$ cat config.mk
export PLATFORM = sky130hd
export DESIGN_NAME = sync_fifo_flat
export DESIGN_NICKNAME = d
export VERILOG_FILES = /design/src/rtl/sync_fifo_pkg.sv /design/src/rtl/sync_fifo_if.sv /design/src/rtl/sync_fifo_mem.sv /design/src/rtl/sync_fifo.sv /design/src/flat_wrapper.sv
export SDC_FILE = /design/constraint.sdc
export NUM_CORES = 1
export LEC_CHECK = 0
export ABC_AREA = 1
export CAP_MARGIN = 20
export CORE_ASPECT_RATIO = 0.8
export CORE_UTILIZATION = 60
export DETAILED_ROUTE_END_ITERATION = 10
export HOLD_SLACK_MARGIN = 0.15
export PLACE_DENSITY = 0.82
export RECOVER_POWER = 50
export SLEW_MARGIN = 20
export SYNTH_ARGS = -nofsm -noshare
export SYNTH_HDL_FRONTEND = slang
export SYNTH_SLANG_ARGS = --single-unit
$ cat constraint.sdc
create_clock -name clk -period 5.4 [get_ports clk]
set_clock_uncertainty 0.1 [all_clocks]
set_input_delay 0.81 -clock clk [delete_from_list [all_inputs] [get_ports clk]]
set_output_delay 0.81 -clock clk [all_outputs]
set_load 0.01 [all_outputs]
$ cat src/rtl/sync_fifo_pkg.sv
`default_nettype none
// +----------------------------------------------------------------------+
// | sync_fifo_pkg : read-mode names, flag bundle, depth helper           |
// | rev 1.0                                                              |
// +----------------------------------------------------------------------+
package sync_fifo_pkg;

   localparam string FT_TRUE  = "TRUE";
   localparam string FT_FALSE = "FALSE";

   typedef struct packed {
      logic full;
      logic afull;
      logic empty;
      logic aempty;
   } fifo_flags_t;

   function automatic int unsigned fifo_depth(input int unsigned asize);
      return 32'd1 << asize;
   endfunction

endpackage
`default_nettype wire

$ cat src/rtl/sync_fifo_if.sv
`default_nettype none
// +----------------------------------------------------------------------+
// | sync_fifo_if : write/read handshake, status and threshold bundle     |
// | rev 1.0                                                              |
// +----------------------------------------------------------------------+
interface sync_fifo_if #(
   parameter int DSIZE = 8,
   parameter int ASIZE = 4
);
   logic             winc;
   logic [DSIZE-1:0] wdata;
   logic             rinc;
   logic [DSIZE-1:0] rdata;
   logic             wfull;
   logic             awfull;
   logic             rempty;
   logic             arempty;
   logic [ASIZE:0]   count;
   logic [ASIZE:0]   afull_thresh;
   logic [ASIZE:0]   aempty_thresh;
   logic             err_clr;
   logic             overflow;
   logic             underflow;

   modport master (
      output winc, wdata, rinc, afull_thresh, aempty_thresh, err_clr,
      input  rdata, wfull, awfull, rempty, arempty, count, overflow, underflow
   );

   modport slave (
      input  winc, wdata, rinc, afull_thresh, aempty_thresh, err_clr,
      output rdata, wfull, awfull, rempty, arempty, count, overflow, underflow
   );
endinterface
`default_nettype wire

$ cat src/rtl/sync_fifo_mem.sv
`default_nettype none
// +----------------------------------------------------------------------+
// | sync_fifo_mem : DSIZE x DEPTH storage, fall-through or registered rd |
// | rev 1.0                                                              |
// +----------------------------------------------------------------------+
module sync_fifo_mem
   import sync_fifo_pkg::*;
#(
   parameter int    DSIZE       = 8,
   parameter int    ASIZE       = 4,
   parameter string FALLTHROUGH = "TRUE"
) (
   input  wire logic             clk,
   input  wire logic             rst_n,
   input  wire logic             we,
   input  wire logic [ASIZE-1:0] waddr,
   input  wire logic [DSIZE-1:0] wdata,
   input  wire logic             re,
   input  wire logic [ASIZE-1:0] raddr,
   output logic      [DSIZE-1:0] rdata
);
   localparam int unsigned DEPTH = fifo_depth(ASIZE);

   logic [DSIZE-1:0] mem_q [DEPTH];

   always_ff @(posedge clk) begin
      if (we) begin
         mem_q[waddr] <= wdata;
      end
   end

   generate
      if (FALLTHROUGH == FT_TRUE) begin : g_fallthrough
         logic w_unused_rd;
         assign w_unused_rd = re ^ rst_n;
         assign rdata       = mem_q[raddr];
      end else begin : g_registered
         logic [DSIZE-1:0] rdata_q;
         logic [DSIZE-1:0] rdata_d;

         // Only an accepted read moves the output; otherwise the last word holds.
         always_comb begin
            rdata_d = rdata_q;
            if (re) begin
               rdata_d = mem_q[raddr];
            end
         end

         always_ff @(posedge clk or negedge rst_n) begin
            if (!rst_n) begin
               rdata_q <= '0;
            end else begin
               rdata_q <= rdata_d;
            end
         end

         assign rdata = rdata_q;
      end
   endgenerate

endmodule
`default_nettype wire

$ cat src/rtl/sync_fifo.sv
`default_nettype none
// +----------------------------------------------------------------------+
// | sync_fifo : single-clock FIFO, count, thresholds, sticky errors      |
// | optional: SYNC_FIFO_ERR_EN enables overflow/underflow     rev 1.0    |
// +----------------------------------------------------------------------+
module sync_fifo
   import sync_fifo_pkg::*;
#(
   parameter int    DSIZE       = 8,
   parameter int    ASIZE       = 4,
   parameter string FALLTHROUGH = "TRUE"
) (
   input  wire logic  clk,
   input  wire logic  rst_n,
   sync_fifo_if.slave bus
);
   localparam int unsigned    DEPTH     = fifo_depth(ASIZE);
   localparam logic [ASIZE:0] c_depth_w = (ASIZE+1)'(DEPTH);

   logic [ASIZE:0] wbin_q,  wbin_d;
   logic [ASIZE:0] rbin_q,  rbin_d;
   logic [ASIZE:0] count_q, count_d;
   fifo_flags_t    flags_q, flags_d;
   logic           overflow_q,  overflow_d;
   logic           underflow_q, underflow_d;
   logic           w_wacc;
   logic           w_racc;

   always_comb begin
      // When full, a simultaneous read frees the slot the write lands in.
      w_wacc = bus.winc & (~flags_q.full | bus.rinc);
      w_racc = bus.rinc & ~flags_q.empty;

      wbin_d  = wbin_q + {{ASIZE{1'b0}}, w_wacc};
      rbin_d  = rbin_q + {{ASIZE{1'b0}}, w_racc};
      count_d = count_q + {{ASIZE{1'b0}}, w_wacc} - {{ASIZE{1'b0}}, w_racc};

      flags_d.full   = (count_d == c_depth_w);
      flags_d.empty  = (count_d == '0);
      flags_d.afull  = (count_d >= bus.afull_thresh);
      flags_d.aempty = (count_d <= bus.aempty_thresh);

`ifdef SYNC_FIFO_ERR_EN
      overflow_d  = (bus.winc & flags_q.full & ~bus.rinc) | (overflow_q  & ~bus.err_clr);
      underflow_d = (bus.rinc & flags_q.empty)            | (underflow_q & ~bus.err_clr);
`else
      overflow_d  = 1'b0;
      underflow_d = 1'b0;
`endif
   end

`ifndef SYNC_FIFO_ERR_EN
   logic w_unused_err;
   assign w_unused_err = bus.err_clr;
`endif

   always_ff @(posedge clk or negedge rst_n) begin
      if (!rst_n) begin
         wbin_q      <= '0;
         rbin_q      <= '0;
         count_q     <= '0;
         flags_q     <= '{full: 1'b0, afull: 1'b0, empty: 1'b1, aempty: 1'b1};
         overflow_q  <= 1'b0;
         underflow_q <= 1'b0;
      end else begin
         wbin_q      <= wbin_d;
         rbin_q      <= rbin_d;
         count_q     <= count_d;
         flags_q     <= flags_d;
         overflow_q  <= overflow_d;
         underflow_q <= underflow_d;
      end
   end

   assign bus.count     = count_q;
   assign bus.wfull     = flags_q.full;
   assign bus.awfull    = flags_q.afull;
   assign bus.rempty    = flags_q.empty;
   assign bus.arempty   = flags_q.aempty;
   assign bus.overflow  = overflow_q;
   assign bus.underflow = underflow_q;

   sync_fifo_mem #(
      .DSIZE       (DSIZE),
      .ASIZE       (ASIZE),
      .FALLTHROUGH (FALLTHROUGH)
   ) u_mem (
      .clk   (clk),
      .rst_n (rst_n),
      .we    (w_wacc),
      .waddr (wbin_q[ASIZE-1:0]),
      .wdata (bus.wdata),
      .re    (w_racc),
      .raddr (rbin_q[ASIZE-1:0]),
      .rdata (bus.rdata)
   );

endmodule
`default_nettype wire

$ cat src/flat_wrapper.sv
// flat-port wrapper written by rule: the top's interface ports become plain ports
module sync_fifo_flat import sync_fifo_pkg::*;
#(
   parameter int    DSIZE       = 8,
   parameter int    ASIZE       = 4,
   parameter string FALLTHROUGH = "    "
)
  (clk, rst_n, bus_winc, bus_wdata, bus_rinc, bus_afull_thresh, bus_aempty_thresh, bus_err_clr, bus_rdata, bus_wfull, bus_awfull, bus_rempty, bus_arempty, bus_count, bus_overflow, bus_underflow);
  sync_fifo_if #(.DSIZE(DSIZE), .ASIZE(ASIZE)) bus_i ();
  input  wire logic clk;
  input  wire logic rst_n;
  input wire logic [$bits(bus_i.winc)-1:0] bus_winc;
  input wire logic [$bits(bus_i.wdata)-1:0] bus_wdata;
  input wire logic [$bits(bus_i.rinc)-1:0] bus_rinc;
  input wire logic [$bits(bus_i.afull_thresh)-1:0] bus_afull_thresh;
  input wire logic [$bits(bus_i.aempty_thresh)-1:0] bus_aempty_thresh;
  input wire logic [$bits(bus_i.err_clr)-1:0] bus_err_clr;
  output wire logic [$bits(bus_i.rdata)-1:0] bus_rdata;
  output wire logic [$bits(bus_i.wfull)-1:0] bus_wfull;
  output wire logic [$bits(bus_i.awfull)-1:0] bus_awfull;
  output wire logic [$bits(bus_i.rempty)-1:0] bus_rempty;
  output wire logic [$bits(bus_i.arempty)-1:0] bus_arempty;
  output wire logic [$bits(bus_i.count)-1:0] bus_count;
  output wire logic [$bits(bus_i.overflow)-1:0] bus_overflow;
  output wire logic [$bits(bus_i.underflow)-1:0] bus_underflow;
  assign bus_i.winc = bus_winc;
  assign bus_i.wdata = bus_wdata;
  assign bus_i.rinc = bus_rinc;
  assign bus_i.afull_thresh = bus_afull_thresh;
  assign bus_i.aempty_thresh = bus_aempty_thresh;
  assign bus_i.err_clr = bus_err_clr;
  assign bus_rdata = bus_i.rdata;
  assign bus_wfull = bus_i.wfull;
  assign bus_awfull = bus_i.awfull;
  assign bus_rempty = bus_i.rempty;
  assign bus_arempty = bus_i.arempty;
  assign bus_count = bus_i.count;
  assign bus_overflow = bus_i.overflow;
  assign bus_underflow = bus_i.underflow;
  sync_fifo #(.DSIZE(DSIZE), .ASIZE(ASIZE), .FALLTHROUGH(FALLTHROUGH)) u_core (.clk(clk), .rst_n(rst_n), .bus(bus_i));
endmodule
Word-level counts from Yosys, hierarchy flattened
Memories as Yosys holds them, arrays and structs flattened. A register that Yosys moved wholly into a read port is not among the register bits. Cells that the tools add are included. W data, S select, Z words.

Flip-flop bits (word level): 19. Bits in latches: 0. Memory bits (writable): 128. Memory bits (read-only): 0. Output and inout port bits: 19. Word-level logic and storage cells: 24. Memories: 1.

Memories: u_core.u_mem.mem_q (depth 16, bits a word 8, rd ports 1, clocked after memory_dff 1, write ports 1, RTL line sync_fifo_mem.sv:24) `logic [DSIZE-1:0] mem_q [DEPTH];`.

Add/subtract/negate cells: 4. Multiply operators: 0. Divide/modulo/power cells: 0. $lt $le $gt $ge: 2. Equal/unequal tests: 1. Shift-type cells: 0. Muxes and demuxes: 2. Bitwise logic cells: 5. Reductions and logical operators: 2.

Operator list (count): $add A5 B1 Y5 (3); $eq A5 B5 Y1 const B (1); $ge A5 B5 Y1 (1); $le A5 B5 Y1 (1); $logic_not A5 Y1 (1); $sub A5 B1 Y5 (1); $and A1 B1 Y1 (2); $mux W1 (2); $not A1 Y1 (2); $logic_not A1 Y1 (1); $or A1 B1 Y1 (1).

Depth between registers and ports, before layout
Depth in word-level cells: 6. Mapped depth: 14. Depth with buffers taken out: 14.

Hierarchy
A second synthesis with hierarchy kept.

Cells, all modules: 596. Area total of the unflattened synthesis: 6672.6 µm².

Modules (own cells, without submodules): sync_fifo_mem (instances 1, cells each 483, area an instance 5635.4 µm², seq. area each 4043.9 µm²); sync_fifo (instances 1, cells each 113, area an instance 1037.2 µm², seq. area each 427.9 µm²).

Least setup slack after synthesis
Ideal clock, no wire load.

Path kind: input to register. Start: input port bus_rinc. End: register u_core.flags_q (netlist bit u_core.bus.arempty). Library setup time: 0.061 ns. Arrival time: 2.878 ns. Slack: 2.361 ns. Cell stages on the path: 14. Cells stage by stage: inv_1 > nor2_1 > ha_1 > inv_1 > ha_1 > fa_1 > a21oi_1 > o21bai_1 > xnor2_1 > inv_1 > ha_1 > a21oi_1 > nand3_1 > nand2_1.

RTL lines: start: declaration (RTL line flat_wrapper.sv:14) `input wire logic [$bits(bus_i.rinc)-1:0] bus_rinc;`; end signal: assignment (RTL line sync_fifo.sv:62) `flags_q <= '{full: 1'b0, afull: 1'b0, empty: 1'b1, aempty: 1'b1};`; end signal: assignment (RTL line sync_fifo.sv:69) `flags_q <= flags_d;`; end: declaration (RTL line sync_fifo.sv:23) `fifo_flags_t flags_q, flags_d;`.

==> insert_results.sql <==
INSERT INTO impl_metrics (metric_group, metric, value, unit) VALUES
('grt', 'grt_pass1_wl', '21.7', 'mm'),
('placement', 'place.gp.congestion', '0.788', ''),
('grt', 'global_route.usage.met2', '0.427', ''),
('final_layout', 'layout_commonest_cell', 'edfxtp_1', ''),
('final_layout', 'most-common-layout-cells', '128 x edfxtp_1, 103 x nand2_1, 69 x nor2_1, 44 x o21ai_0, 31 x inv_1', ''),
('clocking', 'numCtsBuffers', '17', ''),
('yosys', 'number_of_enable_type_register_cells_in_the_synthesized_netlist', '128', ''),
('yosys', 'synthesis.area', '6460', 'um2'),
('outcome', 'run_status', 'complete, but fails checks', ''),
('sta', 'final_period_minus_worst_setup_slack', '3590', 'ps'),
('clocking', 'cts_max_level', '4', ''),
('yosys', 'synth.ff_latch_count', '153', ''),
('yosys', 'synth_async_sr_flop_share', '0.163', ''),
('drt', 'drt.antenna.violating_nets', '0', ''),
('yosys', 'distinct_cell_type_count_of_the_synthesized_netlist', '32', ''),
('yosys', 'synth_seq_area_share', '0.692', ''),
('sta', 'grt_setup_unrepaired', 'no', ''),
('yosys', 'synth.area.top_cells', 'edfxtp_1 59%, dfrtp_1 8.9%, nand2_1 6.0%', ''),
('critical_path', 'timing.critical_path.required', '5620', 'ps'),
('sta', 'report.final.hold_viol_count', '0', ''),
('final_layout', 'area_growth_syn_to_layout', '15.9', '%'),
('grt', 'number_of_antenna_violations_at_the_first_check_in_global_routing', '0', ''),
('grt', 'grt.met1_usage', '0.353', ''),
('outcome', 'failed_checks', 'capacitance limit, slew limit', ''),
('flow_run', 'maxCapViolCount', '1', ''),
('final_layout', 'final_layout_size_suffix_gt1_frac', '0.0608', ''),
('die', 'io-pin-count', '42', ''),
('sta', 'post-route-period-util', '0.664', ''),
('power', 'total_power', '4.48', 'mW'),
('critical_path', 'worst_setup_path_end_kind', 'flip-flop', ''),
('placement', 'dp_hpwl', '8.37', 'mm'),
('clocking', 'tritoncts', 'yes', ''),
('yosys', 'netlist.top_cell.by_area', 'edfxtp_1', ''),
('power', 'power_per_cell_area', '598', 'nW/um2'),
('yosys', 'yosys_warnings', '0', ''),
('drt', 'wirelength', '13.9', 'mm'),
('placement', 'placed_cells_incl_taps', '700', ''),
('sta', 'relSlewSlack', '-0.0350', ''),
('sta', 'fmax', '279', 'MHz'),
('critical_path', 'critical-path-max-stage-delay', '550', 'ps'),
('critical_path', 'top_fanout_value_on_the_critical_path', '6', ''),
('critical_path', 'crit_path_start_kind', 'primary input', ''),
('die', 'die_area', '11200', 'um2'),
('grt', 'global_route.overflow_total', '0', ''),
('grt', 'global_route.peak_usage_layer', 'met2', ''),
('die', 'dieHeight', '94.8', 'um'),
('drt', 'vias', '4326', ''),
('drt', 'initialDrtViolationCount', '603', ''),
('placement', 'port-buffer-count', '38', ''),
('power', 'vdd_ir_drop_max', '0.000424', 'V'),
('clocking', 'worst_skew_pair.late_latency', '420', 'ps'),
('clocking', 'cts.repair.resized', '0', ''),
('critical_path', 'timing.setup.critical_path_class', 'in -> reg', ''),
('clocking', 'cts.clk_slew.worst_paths', '60', 'ps'),
('clocking', 'clock_tree.buffer_depth', '2', ''),
('critical_path', 'cp_num_buf_inv', '2', ''),
('clocking', 'library_cell_used_as_clock_root_buffer', 'clkbuf_16', ''),
('sta', 'report.final.slew_viol_count', '26', ''),
('critical_path', 'worstPathCellList', 'dlygate4sd3_1, inv_1, a21boi_0, ha_1, fa_1, xor2_1, ha_1, nand2_1, a21oi_1, a211oi_1, o21ai_0, nand3_1, nand2_1', ''),
('min_path', 'hold_class', 'reg -> reg', ''),
('sta', 'tightestPinTransition', '1550', 'ps'),
('sta', 'finalSetupTns', '0', 'ps'),
('final_layout', 'antenna_cells', '0', ''),
('critical_path', 'cpLargestDelayFamily', 'compound AO/OA/AOI/OAI gates', ''),
('die', 'die_x_extent', '118', 'um'),
('yosys', 'top_flip_flop_cell_by_instance_count_after_synthesis', 'edfxtp_1', ''),
('final_layout', 'final_cells', '732', ''),
('critical_path', 'arrival', '3800', 'ps'),
('final_layout', 'final_net_count', '620', ''),
('yosys', 'netlist.area_leader.share', '0.595', ''),
('drt', 'via_per_inst', '5.91', '');
## layout make-up
cell class / count / area [um2]
clock buffers: 24 / 482
clock inverters: 8 / 121
fillers: 655 / 2870
inverters: 33 / 126
multi-input cells: 333 / 1710
flip-flops and latches: 153 / 4470
well taps: 140 / 175
repair buffers: 41 / 399
## registers in the layout, summed over array words and instances, names as in the netlist
signal and count:
u_core.bus.arempty 1, u_core.bus.awfull 1, u_core.bus.count 5, u_core.bus.rempty 1, u_core.bus.wfull 1, u_core.rbin_q 4
u_core.u_mem.mem_q 128, u_core.u_mem.rdata 8, u_core.wbin_q 4
## Yosys cell counts, drive strengths merged (9+ instances only)
master,n
nand2,105
edfxtp,128
o21ai,49
o22ai,16
buf,20
a21oi,29
nand3,15
dfrtp,23
inv,33
ha,17
nor2,69
a21boi,9
## worst reg2reg max path, stage by stage, from the launching register on
cell and delay [ps]:
dfstp_2 530, nor2_1 80, ha_1 270, inv_1 40
ha_1 230, fa_1 420, xor2_1 330, ha_1 310
nand2_1 60, a21oi_1 40, a211oi_1 250, o21ai_0 160
nand3_1 100, nand2_1 50
## logic make-up after synthesis
kind of cell	count (synthesis)	synth area share
AO/OA/AOI/OAI	105	0.0887
XOR/XNOR	7	0.00949
adder cells (fa/ha/maj)	18	0.0360
buffers and inverters	55	0.0437
flip-flops	153	0.692
multiplexers	8	0.0124
other	1	0.000580
AND/OR/NAND/NOR	193	0.117
## power breakdown
group	switching (mW)	total (mW)	internal, mW
combinational	1.07	1.65	0.582
sequential	0.122	1.62	1.50
clock	0.448	1.21	0.762
## worst paths after layout
kind	slack, ps	startpoint	end	depth (start not counted)
setup / recovery	1810	bus_rinc	u_core.bus.awfull	13
hold / removal	380	u_core.u_mem.rdata[0]	u_core.u_mem.rdata[0]	2
setup reg to reg	2310	u_core.bus.rempty	u_core.bus.awfull	13
hold reg to reg	380	u_core.u_mem.rdata[0]	u_core.u_mem.rdata[0]	2
max in group asynchronous	2990	rst_n	u_core.rbin_q[0]	2
min in group asynchronous	1190	rst_n	u_core.bus.count[2]	2
## layer usage
layer | part of all wire | up-vias
li1 | - | 1955
met1 | 0.40 | 2075
met2 | 0.49 | 268
met3 | 0.097 | 28
met4 | 0.017 | 0
met5 | 0 | -
## per-stage QoR
| step | setup WS [ps] | area, um2 |
|---|---|---|
| CTS | 1950 | 7490 |
| detailed placement | 1550 | 6890 |
| global placement | 1660 | 6890 |
| floorplan | 2360 | 6470 |
| global route | 1620 | 7490 |
| finish | 1810 | 7490 |
Power figures use the tool's default switching activity.
